File: src/rtl/answer_judge.sv
// answer_judge: verdict stage of the factorization game.
// Captures the three answer digits and the BCD question on a fresh DEC press
// in INPUT, multiplies the digits, converts the question to binary, and
// issues a registered verdict plus the time the player took.

// Per-digit legality check: zero, non-BCD, or (optionally) non-prime digits
// can never form a valid answer.
module aj_digit_chk #(
    parameter int PRIME_ONLY = 1
) (
    input  logic [3:0] i_digit,
    output logic       o_bad
);
    logic w_prime;

    // Flag a digit that disqualifies the answer regardless of the product
    always_comb begin
        w_prime = (i_digit == 4'd2) || (i_digit == 4'd3) ||
                  (i_digit == 4'd5) || (i_digit == 4'd7);
        o_bad   = (i_digit == 4'd0) || (i_digit > 4'd9) ||
                  ((PRIME_ONLY != 0) && !w_prime);
    end
endmodule

module answer_judge #(
    parameter int TIME_W     = 16,
    parameter int PRIME_ONLY = 1
) (
    input  logic              i_clk,
    input  logic              i_rst,
    input  logic [3:0]        i_state,
    input  logic [23:0]       i_question,
    input  logic              i_dec,
    input  logic [3:0]        i_count1_out,
    input  logic [3:0]        i_count2_out,
    input  logic [3:0]        i_count3_out,
    output logic [1:0]        o_result,
    output logic              o_result_valid,
    output logic              o_busy,
    output logic [TIME_W-1:0] o_ans_time
);
    localparam logic [3:0] ST_READY  = 4'b0010;
    localparam logic [3:0] ST_INPUT  = 4'b0100;
    localparam logic [1:0] RES_NONE  = 2'b00;
    localparam logic [1:0] RES_OK    = 2'b01;
    localparam logic [1:0] RES_WRONG = 2'b10;
    localparam logic [1:0] RES_INV   = 2'b11;
    localparam logic [TIME_W-1:0] TMR_MAX = '1;
    localparam logic [TIME_W-1:0] TMR_ONE = {{(TIME_W-1){1'b0}}, 1'b1};

    typedef enum logic [2:0] {
        S_IDLE = 3'd0,
        S_CAPT = 3'd1,
        S_MUL  = 3'd2,
        S_CMP  = 3'd3,
        S_DONE = 3'd4
    } fsm_t;

    fsm_t              r_fsm;
    fsm_t              w_nxt;
    logic              r_dec_d;
    logic [TIME_W-1:0] r_timer;
    logic [2:0][3:0]   r_d;        // [0]=ones digit .. [2]=hundreds-position digit
    logic [2:0][3:0]   r_q;        // [2]=hundreds .. [0]=ones of the question
    logic [6:0]        r_p12;
    logic [9:0]        r_qbin;
    logic              r_q_bad;
    logic              r_qzero;
    logic              r_d_bad;
    logic [1:0]        r_verdict;
    logic              r_vrd_rdy;  // verdict computed, not yet published
    logic [1:0]        r_result;
    logic              r_result_valid;
    logic              r_busy;
    logic [TIME_W-1:0] r_ans_time;

    logic              w_in_input;
    logic              w_in_ready;
    logic              w_dec_rise;
    logic              w_capt_en;
    logic              w_mul_en;
    logic              w_cmp_en;
    logic              w_done_en;
    logic              w_abort;
    logic              w_tmr_run;
    logic [2:0]        w_d_bad;
    logic              w_q_bad;
    logic [9:0]        w_qh;
    logic [9:0]        w_qt;
    logic [9:0]        w_qo;
    logic [9:0]        w_qbin;
    logic [6:0]        w_p12;
    logic [9:0]        w_p;
    logic [1:0]        w_verdict;
    logic              w_unused_qlow;

    // Low question bits belong to other display fields and play no part here
    assign w_unused_qlow = ^i_question[11:0];

    assign w_in_input = (i_state == ST_INPUT);
    assign w_in_ready = (i_state == ST_READY);
    assign w_dec_rise = i_dec & ~r_dec_d;

    // One legality checker per captured answer digit
    genvar gi;
    generate
        for (gi = 0; gi < 3; gi++) begin : g_dchk
            aj_digit_chk #(.PRIME_ONLY(PRIME_ONLY)) u_dchk (
                .i_digit (r_d[gi]),
                .o_bad   (w_d_bad[gi])
            );
        end
    endgenerate

    // State register
    always_ff @(posedge i_clk or posedge i_rst) begin
        if (i_rst) r_fsm <= S_IDLE;
        else       r_fsm <= w_nxt;
    end

    // Next-state: any pipeline step aborts if the game leaves INPUT;
    // DONE parks until INPUT is left so repeated presses are ignored
    always_comb begin
        w_nxt = r_fsm;
        case (r_fsm)
            S_IDLE:  if (w_in_input && w_dec_rise) w_nxt = S_CAPT;
            S_CAPT:  w_nxt = w_in_input ? S_MUL  : S_IDLE;
            S_MUL:   w_nxt = w_in_input ? S_CMP  : S_IDLE;
            S_CMP:   w_nxt = w_in_input ? S_DONE : S_IDLE;
            S_DONE:  if (!w_in_input) w_nxt = S_IDLE;
            default: w_nxt = S_IDLE;
        endcase
    end

    // Output decode: per-state strobes steering the datapath registers
    always_comb begin
        w_capt_en = (r_fsm == S_CAPT) && w_in_input;
        w_mul_en  = (r_fsm == S_MUL)  && w_in_input;
        w_cmp_en  = (r_fsm == S_CMP)  && w_in_input;
        w_done_en = (r_fsm == S_DONE) && r_vrd_rdy;
        w_abort   = ((r_fsm == S_CAPT) || (r_fsm == S_MUL) || (r_fsm == S_CMP))
                    && !w_in_input;
        w_tmr_run = (r_fsm == S_IDLE) && w_in_input;
    end

    // Question to binary with shifts and adds: h*100 = h*64+h*32+h*4, t*10 = t*8+t*2
    always_comb begin
        w_qh    = {6'd0, r_q[2]};
        w_qt    = {6'd0, r_q[1]};
        w_qo    = {6'd0, r_q[0]};
        w_qbin  = (w_qh << 6) + (w_qh << 5) + (w_qh << 2) +
                  (w_qt << 3) + (w_qt << 1) + w_qo;
        w_q_bad = (r_q[2] > 4'd9) || (r_q[1] > 4'd9) || (r_q[0] > 4'd9);
        w_p12   = {3'd0, r_d[0]} * {3'd0, r_d[1]};
    end

    // Final product and prioritised verdict: bad question beats bad answer
    always_comb begin
        w_p = {3'd0, r_p12} * {6'd0, r_d[2]};
        if (r_q_bad || r_qzero)  w_verdict = RES_INV;
        else if (r_d_bad)        w_verdict = RES_WRONG;
        else if (w_p == r_qbin)  w_verdict = RES_OK;
        else                     w_verdict = RES_WRONG;
    end

    // Registered DEC for edge detection; a held button cannot retrigger
    always_ff @(posedge i_clk or posedge i_rst) begin
        if (i_rst) r_dec_d <= 1'b0;
        else       r_dec_d <= i_dec;
    end

    // Answer timer: cleared in READY, counts idle INPUT cycles, saturates
    always_ff @(posedge i_clk or posedge i_rst) begin
        if (i_rst)                                r_timer <= '0;
        else if (w_in_ready)                      r_timer <= '0;
        else if (w_tmr_run && r_timer != TMR_MAX) r_timer <= r_timer + TMR_ONE;
    end

    // Operand capture one edge after the press, once the entry block has latched
    always_ff @(posedge i_clk or posedge i_rst) begin
        if (i_rst) begin
            r_d <= '0;
            r_q <= '0;
        end else if (w_capt_en) begin
            r_d <= {i_count3_out, i_count2_out, i_count1_out};
            r_q <= i_question[23:12];
        end
    end

    // Partial product, binary question and disqualification flags
    always_ff @(posedge i_clk or posedge i_rst) begin
        if (i_rst) begin
            r_p12   <= '0;
            r_qbin  <= '0;
            r_q_bad <= 1'b0;
            r_qzero <= 1'b0;
            r_d_bad <= 1'b0;
        end else if (w_mul_en) begin
            r_p12   <= w_p12;
            r_qbin  <= w_qbin;
            r_q_bad <= w_q_bad;
            r_qzero <= (w_qbin == 10'd0);
            r_d_bad <= |w_d_bad;
        end
    end

    // Verdict register; the ready flag marks the single publishing edge in DONE
    always_ff @(posedge i_clk or posedge i_rst) begin
        if (i_rst) begin
            r_verdict <= RES_NONE;
            r_vrd_rdy <= 1'b0;
        end else begin
            r_vrd_rdy <= w_cmp_en;
            if (w_cmp_en) r_verdict <= w_verdict;
        end
    end

    // Published result: written on the verdict edge, otherwise READY clears it
    always_ff @(posedge i_clk or posedge i_rst) begin
        if (i_rst) begin
            r_result       <= RES_NONE;
            r_result_valid <= 1'b0;
        end else begin
            r_result_valid <= w_done_en;
            if (w_done_en)       r_result <= r_verdict;
            else if (w_in_ready) r_result <= RES_NONE;
        end
    end

    // Busy spans capture to verdict; answer time is frozen at capture
    always_ff @(posedge i_clk or posedge i_rst) begin
        if (i_rst) begin
            r_busy     <= 1'b0;
            r_ans_time <= '0;
        end else if (w_capt_en) begin
            r_busy     <= 1'b1;
            r_ans_time <= r_timer;
        end else if (w_abort || w_done_en) begin
            r_busy     <= 1'b0;
        end
    end

    assign o_result       = r_result;
    assign o_result_valid = r_result_valid;
    assign o_busy         = r_busy;
    assign o_ans_time     = r_ans_time;
endmodule

File: config.mk
export PLATFORM = sky130hd
export DESIGN_NAME = answer_judge
export DESIGN_NICKNAME = d
export VERILOG_FILES = /design/src/rtl/answer_judge.sv
export SDC_FILE = /design/constraint.sdc
export NUM_CORES = 1
export LEC_CHECK = 0
export CAP_MARGIN = 40
export CELL_PAD_IN_SITES_DETAIL_PLACEMENT = 0
export CELL_PAD_IN_SITES_GLOBAL_PLACEMENT = 2
export CORE_MARGIN = 1.5
export CORE_UTILIZATION = 40
export CTS_CLUSTER_SIZE = 40
export DETAILED_ROUTE_END_ITERATION = 16
export PLACE_DENSITY = 0.94
export SLEW_MARGIN = 20
export SYNTH_ARGS = -nofsm -noshare
export SYNTH_HDL_FRONTEND = slang
export SYNTH_SLANG_ARGS = --single-unit
File: constraint.sdc
create_clock -name i_clk -period 5.71 [get_ports i_clk]
set_input_delay 0.8565 -clock i_clk [delete_from_list [all_inputs] [get_ports i_clk]]
set_output_delay 0.8565 -clock i_clk [all_outputs]
set_load 0.02 [all_outputs]
==> results.py, run 1 <==
metrics = {
    "setup_path": {
        "crit_path_frequent_cell": "fa_1",
        "cp_max_fo": 9,
        "worstPathCellList": "nand2_1 -> fa_1 -> fa_1 -> fa_1 -> xnor2_1 -> nor4_1 -> nand4_1 -> a2111oi_0 -> a21oi_1",
        "critPathKind": "reg2reg",
        "end_kind": "flip-flop",
        "rrSetupSlack_ns": 2.10,
        "startpoint_type": "flip-flop",
        "cp.arrival_ns": 3.80,
        "worstPathRequired_ns": 5.90,
        "critPathMaxStageDelay_ns": 0.54,
        "critPathSlowestCell": "fa_1",
        "worst-path-buf-inv": 0,
        "crit_family": "adder cells",
    },
    "die": {
        "ioPinCount": 63,
        "rows": 42,
        "core_um2": 13200,
        "die_w_um": 119,
        "die_area_um2": 14200,
        "initial_core_util_pct": 40.9,
        "die_y_um": 119,
    },
    "final_layout": {
        "syn_to_final_growth_pct": 18.7,
        "diodes": 0,
        "multi_input_area_um2": 3080,
        "seq_area_um2": 2180,
        "fin_util_pct": 48.5,
        "n_fill_cell": 1221,
        "nets": 656,
        "drive_gt1_share_pct": 14.2,
    },
    "yosys": {
        "synth_cells": 502,
        "synth_ff_type": "dfrtp_1",
        "synth-seq-area-share_pct": 40.2,
        "yosysTopAreaCell": "dfrtp_1",
        "synth_area_um2": 5420,
        "synth_commonest_cells": "dfrtp_1 (87), nand2_1 (56), mux2_2 (51)",
        "postSynthAreaPerCell_um2": 10.8,
        "synth_fp_nets": 607,
        "ys_seq_elements": 87,
        "yosysMostFrequentCell": "dfrtp_1",
        "synth_cell_type_count": 52,
        "synthArstFlopShare_pct": 100,
        "post-synth-top-area-fraction_pct": 40.2,
        "synth_edf_count": 0,
        "yosys-top-cells-area": "dfrtp_1 (40%), mux2_2 (11%), ha_1 (9.5%)",
        "synth-warning-count": 0,
    },
    "timing": {
        "relSlewSlack_pct": 59.2,
        "tightest_slew_ns": 0.607,
        "tns_ns": 0,
        "finalHoldViolCount": 0,
        "slew_viol_final": 0,
        "rsz0062_at_grt": "no",
        "setup_violations": 0,
        "min_period_over_period_pct": 63.1,
        "skew_ns": 0.00835,
        "fin_ws_ns": 2.10,
        "max_freq_mhz": 277,
        "post-route-min-period_ns": 3.61,
    },
    "placement": {
        "dp_hpwl_um": 7940,
        "dp_slack_ns": 2.07,
        "port_buffers": 50,
        "place_congestion": 0.809,
    },
    "global_routing": {
        "track_usage_pct": 15.6,
        "grt_pass1_vias": 3652,
        "gr-total-overflow": 0,
        "grt_pass1_wl_um": 17900,
        "antenna_found_initial": 0,
        "grt_max_degree": 43,
    },
    "flow_run": {
        "maxCapViolCount": 0,
    },
    "drt": {
        "drt_iter0_drc": 223,
        "firstDrtPassIters": 4,
        "vias": 3733,
        "drc_errors": 0,
        "wl_per_cell_um": 14.2,
        "finalWirelength_um": 10400,
        "vias_per_cell": 5.10,
        "ant_nets": 0,
    },
    "power_and_ir_drop": {
        "leakagePower_uw": 0.00306,
        "p_per_area_nw_per_um2": 208,
        "vdd_drop_max_v": 0.000130,
    },
    "clock_tree": {
        "cts_setup_buffers": 0,
        "numCtsBuffers": 9,
        "path_clk_slew_ns": 0.06,
        "cts_buffer_depth": 2,
        "cts_tree": "yes",
        "worstSkewPairLatency_ns": 0.33,
        "cts_max_level": 3,
        "holdBufCountCts": 0,
        "clockRootBuffer": "clkbuf_16",
        "cts_sinks": 87,
        "ctsResizeCount": 0,
    },
    "status": {
        "status": "finished clean",
    },
    "min_path": {
        "hold_class": "reg2reg",
    },
}
## cells in the final DEF (no fill, tap or decap), types with 4 or more instances in the layout
| cell type | count |
|---|---|
| dfrtp_1 | 87 |
| nand2_1 | 56 |
| mux2_2 | 51 |
| clkdlybuf4s50_1 | 50 |
| ha_1 | 41 |
| inv_1 | 25 |
| a21oi_1 | 24 |
| and2_1 | 23 |
| fa_1 | 21 |
| nor2_1 | 20 |
| o21ai_0 | 18 |
| xnor2_1 | 18 |
| xor2_1 | 11 |
| clkbuf_16 | 9 |
| nand3_1 | 8 |
| or4_1 | 7 |
| a21o_1 | 6 |
| nand4_1 | 5 |
| nor4_1 | 5 |
| nor2b_1 | 4 |
| nor3_1 | 4 |
| mux2i_1 | 4 |
## sequential cells by signal, summed over array words and instances (netlist names)
signal,flops
r_d,12
r_dec_d,1
r_q,12
o_result_valid,1
r_d_bad,1
r_p12,7
r_qzero,1
o_ans_time,16
r_verdict,2
r_qbin,10
r_fsm,3
r_timer,16
r_vrd_rdy,1
o_busy,1
o_result,2
r_q_bad,1
## layer usage
layer  GRT usage [%]  part of all wire [%]  up-vias
li1                -                     -     1865
met1            23.3                    52     1816
met2            23.4                    45       45
met3            3.07                   2.6        7
met4            3.57                  0.84        0
met5               0                     0        -
## cells by family (layout without fill, tap and decap cells)
logic type | count (synthesis) | count (layout) | synth area share [%]
AND/OR/NAND/NOR | 150 | 150 | 14.3
adder cells (fa/ha/maj) | 62 | 62 | 17.2
XOR/XNOR | 30 | 30 | 5.11
AO/OA/AOI/OAI | 75 | 75 | 8.73
flip-flops | 87 | 87 | 40.2
multiplexers | 55 | 55 | 11.3
buffers and inverters | 43 | 97 | 3.07
## stage by stage
step | hold WS, ns | total power [uW] | std cells | instance area, um^2
floorplan | 0.441 | 725 | 502 | 5420
global placement | 0.453 | 772 | 714 | 6100
detailed placement | 0.457 | 777 | 716 | 6140
CTS | 0.472 | 1360 | 732 | 6430
global route | 0.480 | 1400 | 732 | 6430
finish | 0.472 | 1340 | 732 | 6430
## worst register-to-register path, delay by kind of cell, from the launching register on
| family | cells | cell delay (ns) |
|---|---|---|
| xor gates and xnor gates | 1 | 0.14 |
| AOI/OAI and AO/OA | 2 | 0.62 |
| DFF | 1 | 0.51 |
| and+or+nand+nor | 3 | 0.60 |
| adders and majority gates | 3 | 1.60 |
## final timing paths
path	startpoint	cells after the start	endpoint
setup / recovery	r_d[11]$_DFFE_PP0P_	9	r_verdict[1]$_DFFE_PP0P_
hold / removal	r_q_bad$_DFFE_PP0P_	1	r_q_bad$_DFFE_PP0P_
setup reg to reg	r_d[11]$_DFFE_PP0P_	9	r_verdict[1]$_DFFE_PP0P_
hold reg to reg	r_q_bad$_DFFE_PP0P_	1	r_q_bad$_DFFE_PP0P_
max in group asynchronous	i_rst	4	o_ans_time[4]$_DFFE_PP0P_
min in group asynchronous	i_rst	2	r_d[0]$_DFFE_PP0P_
## where the power goes
| group | internal (uW) | switching (uW) | leakage, uW | total [uW] |
|---|---|---|---|---|
| Sequential | 634 | 23.5 | 0.00120 | 658 |
| Clock | 339 | 234 | 0.000136 | 573 |
| Combinational | 53.9 | 52.4 | 0.00172 | 106 |
| Total | 1030 | 310 | 0.00306 | 1340 |
## final cells by class
type | instances | area share [%]
flip-flops and latches | 87 | 33.9
inverters | 26 | 1.54
repair buffers | 55 | 8.68
well taps | 176 | 3.43
multi-input cells | 372 | 48.0
clock buffers | 11 | 3.62
clock inverters | 5 | 0.915
Note: power is estimated with default switching activity, not from simulation.
==> inputs of run 2 (changes only) <==
CORE_UTILIZATION = 37   (was 40)
PLACE_DENSITY = 0.88   (was 0.94)
clock period = 3.75 ns   (was 5.71 ns; I/O delays follow)
==> run 2 against run 1 <==
First-iteration DRC count increased by 0.90%. Count of clock-buffer cells in the layout fell by 2. Die area grew 7.9%. Register-to-register slack worse by 1.7 ns. Non-clock buffer count grew 6. Largest cell class unchanged. Highest routed layer unchanged.
==> results.py, run 2 (synthesis results as in run 1) <==
metrics = {
    "status": {
        "status": "finished clean",
    },
    "die": {
        "die_y_um": 124,
        "die_w_um": 124,
        "initial_core_util_pct": 37.5,
        "ioPinCount": 63,
        "rows": 44,
        "die_area_um2": 15400,
        "core_um2": 14400,
    },
    "clock_tree": {
        "cts_max_level": 3,
        "worstSkewPairLatency_ns": 0.34,
        "ctsResizeCount": 0,
        "numCtsBuffers": 9,
        "cts_setup_buffers": 0,
        "cts_buffer_depth": 2,
        "holdBufCountCts": 0,
        "cts_sinks": 87,
        "cts_tree": "yes",
        "clockRootBuffer": "clkbuf_16",
        "path_clk_slew_ns": 0.06,
    },
    "timing": {
        "min_period_over_period_pct": 89.5,
        "post-route-min-period_ns": 3.35,
        "max_freq_mhz": 298,
        "relSlewSlack_pct": 63.1,
        "rsz0062_at_grt": "no",
        "skew_ns": 0.00699,
        "hold_slack_ns": 0.486,
        "tns_ns": 0,
        "slew_viol_final": 0,
        "tightest_slew_ns": 0.554,
        "finalHoldViolCount": 0,
        "setup_violations": 0,
    },
    "setup_path": {
        "cp_max_fo": 5,
        "critPathKind": "reg2reg",
        "end_kind": "flip-flop",
        "crit_path_frequent_cell": "fa_1",
        "worstPathCellList": "nand2_1 -> fa_1 -> fa_1 -> fa_1 -> xnor2_1 -> nor4_1 -> nand4_1 -> a2111oi_0 -> buf_4 -> a21oi_1",
        "critPathMaxStageDelay_ns": 0.55,
        "worst-path-buf-inv": 1,
        "cp.arrival_ns": 3.57,
        "startpoint_type": "flip-flop",
        "critPathSlowestCell": "fa_1",
        "worstPathRequired_ns": 3.96,
        "crit_family": "adder cells",
    },
    "drt": {
        "firstDrtPassIters": 4,
        "met1_length_um": 5370,
        "drc_errors": 0,
        "vias": 3828,
        "wl_per_cell_um": 14.5,
        "drt_iter0_drc": 225,
        "dr.max_layer_used": "met4",
        "finalWirelength_um": 10800,
        "wl_met2_um": 4990,
        "ant_nets": 0,
        "vias_per_cell": 5.13,
        "wl_met3_um": 308,
    },
    "global_routing": {
        "grt_pass1_vias": 3698,
        "gr-total-overflow": 0,
        "grt_max_degree": 43,
        "track_usage_pct": 15.4,
        "grt_pass1_wl_um": 18500,
        "antenna_found_initial": 0,
    },
    "power_and_ir_drop": {
        "p_int_uw": 1500,
        "leakagePower_uw": 0.00309,
        "p_per_area_nw_per_um2": 310,
        "pwr-share-seq_pct": 49.9,
        "p_switching_uw": 497,
        "pwr-share-comb_pct": 8.3,
        "vdd_drop_max_v": 0.000246,
        "p_sw_share_pct": 24.8,
        "clkPwrFrac_pct": 41.8,
    },
    "final_layout": {
        "diodes": 0,
        "n_fill_cell": 1374,
        "nets": 662,
        "layoutNonFillerInstCount": 746,
        "finalInstanceArea_um2": 6470,
        "final_cell_mix": "dfrtp_1 (87), nand2_1 (56), mux2_2 (51), clkdlybuf4s50_1 (50), ha_1 (41)",
        "final_common_cell": "dfrtp_1",
        "drive_gt1_share_pct": 15.5,
        "syn_to_final_growth_pct": 19.4,
    },
    "placement": {
        "dpl_cell_area_um2": 6180,
        "place_congestion": 0.777,
        "dp.cells": 730,
        "dp_hpwl_um": 8320,
        "port_buffers": 50,
    },
    "flow_run": {
        "maxCapViolCount": 0,
    },
    "min_path": {
        "hold_class": "in2async",
    },
}
run 2: cell count changes in the layout (fill, tap and decap cells not counted):
cell / before / now
inv_6: 0 / 2
clkbuf_1: 2 / 0
buf_8: 1 / 0
clkinv_4: 1 / 3
clkinvlp_4: 2 / 1
bufinv_16: 1 / 0
buf_4: 3 / 10
run 2: area by class of cell:
class                           count  area, um^2  share of cell area, %
Tap cell                          184         230                   3.56
Multi-Input combinational cell    372        3080                   47.7
Timing Repair Buffer               61         596                   9.21
Clock buffer                        9         225                   3.48
Sequential cell                    87        2180                   33.7
Clock inverter                      7        56.3                  0.871
Inverter                           26        98.8                   1.53
run 2: worst paths after layout:
check | start | end | slack (ns) | depth (start not counted)
max | r_p12[0]$_DFFE_PP0P_ | r_verdict[1]$_DFFE_PP0P_ | 0.40 | 10
min | i_rst | r_d[7]$_DFFE_PP0P_ | 0.49 | 2
max reg2reg | r_p12[0]$_DFFE_PP0P_ | r_verdict[1]$_DFFE_PP0P_ | 0.40 | 10
min reg2reg | r_verdict[1]$_DFFE_PP0P_ | o_result[1]$_DFFE_PP0P_ | 0.49 | 2
max in group asynchronous | i_rst | r_timer[14]$_DFFE_PP0P_ | 2.44 | 4
min in group i_clk | r_verdict[1]$_DFFE_PP0P_ | o_result[1]$_DFFE_PP0P_ | 0.49 | 2
run 2: per-layer routing:
metal	track usage, %	vias to the layer above
met1	22.6	1897
met3	2.79	14
met5	0	-
li1	-	1870
met4	4.62	0
met2	23.2	47
run 2: worst reg2reg max path, delay by kind of cell (launching register included):
family	cells	cell delay (ns)
buffers and inverters	1	0.18
AOI/OAI and AO/OA	2	0.38
xor gates and xnor gates	1	0.14
adders and majority gates	3	1.59
DFF	1	0.41
and+or+nand+nor	3	0.53
run 2: power groups by stage:
| stage | logic, uW | registers [uW] | clock network (uW) |
|---|---|---|---|
| final | 167 | 999 | 836 |
| after floorplan | 91.7 | 1010 | 0 |
| after global placement | 163 | 1020 | 0 |
| after detailed placement | 169 | 1020 | 0 |
| after global routing | 190 | 1000 | 904 |
| after CTS | 170 | 999 | 862 |
run 2: stage by stage:
step           setup slack, ns  util, %  power, uW
2_1_floorplan            0.492        -       1100
4_1_cts                  0.322     44.8       2030
3_5_place_dp             0.338     42.9       1190
3_3_place_gp             0.331     42.7       1180
5_1_grt                  0.119     44.8       2100
6_report                 0.395     44.8       2000
==> inputs of run 3 (changes only) <==
CORE_ASPECT_RATIO = 0.5   (was default)
CTS_BUF_LIST = sky130_fd_sc_hd__clkbuf_4 sky130_fd_sc_hd__clkbuf_8 sky130_fd_sc_hd__clkbuf_16   (was default)
==> run 3 against run 2 <==
Worst setup slack got worse by 0.068 ns. Sequential power about the same. Cell count increased by 1.7%. Critical path type unchanged. Largest power group unchanged.
==> results.py, run 3 (synthesis results as in run 1) <==
metrics = {
    "drt": {
        "finalWirelength_um": 10400,
        "wl_per_cell_um": 13.6,
        "firstDrtPassIters": 4,
        "ant_nets": 0,
        "drt_iter0_drc": 95,
        "drc_errors": 0,
        "vias_per_cell": 4.91,
        "vias": 3728,
    },
    "timing": {
        "skew_ns": 0.0103,
        "finalHoldViolCount": 0,
        "tns_ns": 0,
        "setup_violations": 0,
        "max_freq_mhz": 292,
        "post-route-min-period_ns": 3.42,
        "tightest_slew_ns": 0.697,
        "slew_viol_final": 0,
        "rsz0062_at_grt": "no",
        "min_period_over_period_pct": 91.3,
        "relSlewSlack_pct": 53.6,
    },
    "final_layout": {
        "syn_to_final_growth_pct": 20.1,
        "final_common_cell": "dfrtp_1",
        "seq_area_um2": 2180,
        "finalInstanceArea_um2": 6500,
        "final_cell_mix": "dfrtp_1 (87), nand2_1 (56), mux2_2 (51), clkdlybuf4s50_1 (50), ha_1 (41)",
        "nets": 661,
        "multi_input_area_um2": 3080,
        "fin_util_pct": 45.2,
        "drive_gt1_share_pct": 15.3,
        "diodes": 0,
        "n_fill_cell": 1347,
    },
    "clock_tree": {
        "cts_tree": "yes",
        "cts_max_level": 3,
        "cts_sinks": 87,
        "path_clk_slew_ns": 0.07,
        "cts_setup_buffers": 0,
        "cts_buffer_depth": 2,
        "clockRootBuffer": "clkbuf_16",
        "worstSkewPairLatency_ns": 0.34,
        "ctsResizeCount": 0,
        "holdBufCountCts": 0,
        "numCtsBuffers": 9,
    },
    "power_and_ir_drop": {
        "pwr-share-seq_pct": 47.2,
        "clkPwrFrac_pct": 45.2,
        "p_int_uw": 1580,
        "p_per_area_nw_per_um2": 326,
        "leakagePower_uw": 0.00310,
        "p_sw_share_pct": 25.2,
        "power_uw": 2120,
        "p_switching_uw": 533,
        "vdd_drop_max_v": 0.000210,
        "pwr-share-comb_pct": 7.6,
    },
    "min_path": {
        "hold_class": "reg2reg",
    },
    "setup_path": {
        "critPathKind": "reg2reg",
        "worstPathRequired_ns": 3.96,
        "startpoint_type": "flip-flop",
        "end_kind": "flip-flop",
        "cp_max_fo": 5,
        "cp.arrival_ns": 3.63,
    },
    "placement": {
        "dp_hpwl_um": 7720,
        "dpl_cell_area_um2": 6180,
        "place_congestion": 0.784,
        "port_buffers": 50,
    },
    "die": {
        "die_area_um2": 15400,
        "ioPinCount": 63,
        "initial_core_util_pct": 37.6,
        "core_um2": 14400,
        "die_w_um": 174,
        "die_y_um": 88.5,
        "rows": 31,
    },
    "flow_run": {
        "maxCapViolCount": 0,
    },
    "global_routing": {
        "grt_max_degree": 43,
        "antenna_found_initial": 0,
        "grt_pass1_wl_um": 18000,
        "grt_pass1_vias": 3705,
        "gr-total-overflow": 0,
        "track_usage_pct": 14.6,
    },
    "status": {
        "status": "finished clean",
    },
}
run 3: cell count changes in the layout (fill, tap and decap cells not counted):
cell,delta
clkinv_2,-1
clkinv_8,+1
inv_8,+2
clkinv_4,-2
clkinvlp_4,-1
buf_12,-1
bufinv_16,+1
run 3: routing by layer:
metal | vias to the layer above | track usage [%] | wire length [um]
li1 | 1872 | - | -
met1 | 1807 | 19.9 | 5280
met2 | 42 | 23.8 | 4730
met3 | 7 | 3.48 | 276
met4 | 0 | 3.29 | 78
met5 | - | 0 | 0
run 3: final timing paths:
path                       slack (ns)                         end  cells after the start                 start
max                              0.33    r_verdict[1]$_DFFE_PP0P_                     10  r_p12[1]$_DFFE_PP0P_
min                              0.48         r_qzero$_DFFE_PP0P_                      2   r_qzero$_DFFE_PP0P_
max reg2reg                      0.33    r_verdict[1]$_DFFE_PP0P_                     10  r_p12[1]$_DFFE_PP0P_
min reg2reg                      0.48         r_qzero$_DFFE_PP0P_                      2   r_qzero$_DFFE_PP0P_
max in group asynchronous        2.33     o_result[0]$_DFFE_PP0P_                      3                 i_rst
min in group asynchronous        0.62  o_ans_time[15]$_DFFE_PP0P_                      2                 i_rst
run 3: power groups by stage:
stage	registers, uW	logic [uW]	clock network, uW
global placement	1020	162	0
CTS	999	166	992
finish	998	161	958
floorplan	1010	91.7	0
detailed placement	1020	164	0
global route	1010	185	1030
run 3: layout make-up:
cell class,instances,share of cell area (%)
well taps,198,3.81
inverters,26,1.52
multi-input cells,372,47.4
flip-flops and latches,87,33.5
clock inverters,7,1.46
repair buffers,60,8.85
clock buffers,9,3.46
run 3: through the flow:
step | instances | hold WS (ns) | worst slack [ns]
floorplan | 502 | 0.441 | 0.492
global placement | 743 | 0.458 | 0.326
detailed placement | 743 | 0.477 | 0.356
CTS | 759 | 0.492 | 0.279
global route | 759 | 0.501 | 0.0966
finish | 759 | 0.483 | 0.327
run 3: critical path, cell delays in order (launching register included):
cell,delay (ns)
dfrtp_1,0.41
nand2_1,0.10
fa_1,0.49
fa_1,0.55
fa_1,0.52
xnor2_1,0.14
nor4_1,0.29
nand4_1,0.14
a2111oi_0,0.40
buf_4,0.20
a21oi_1,0.05
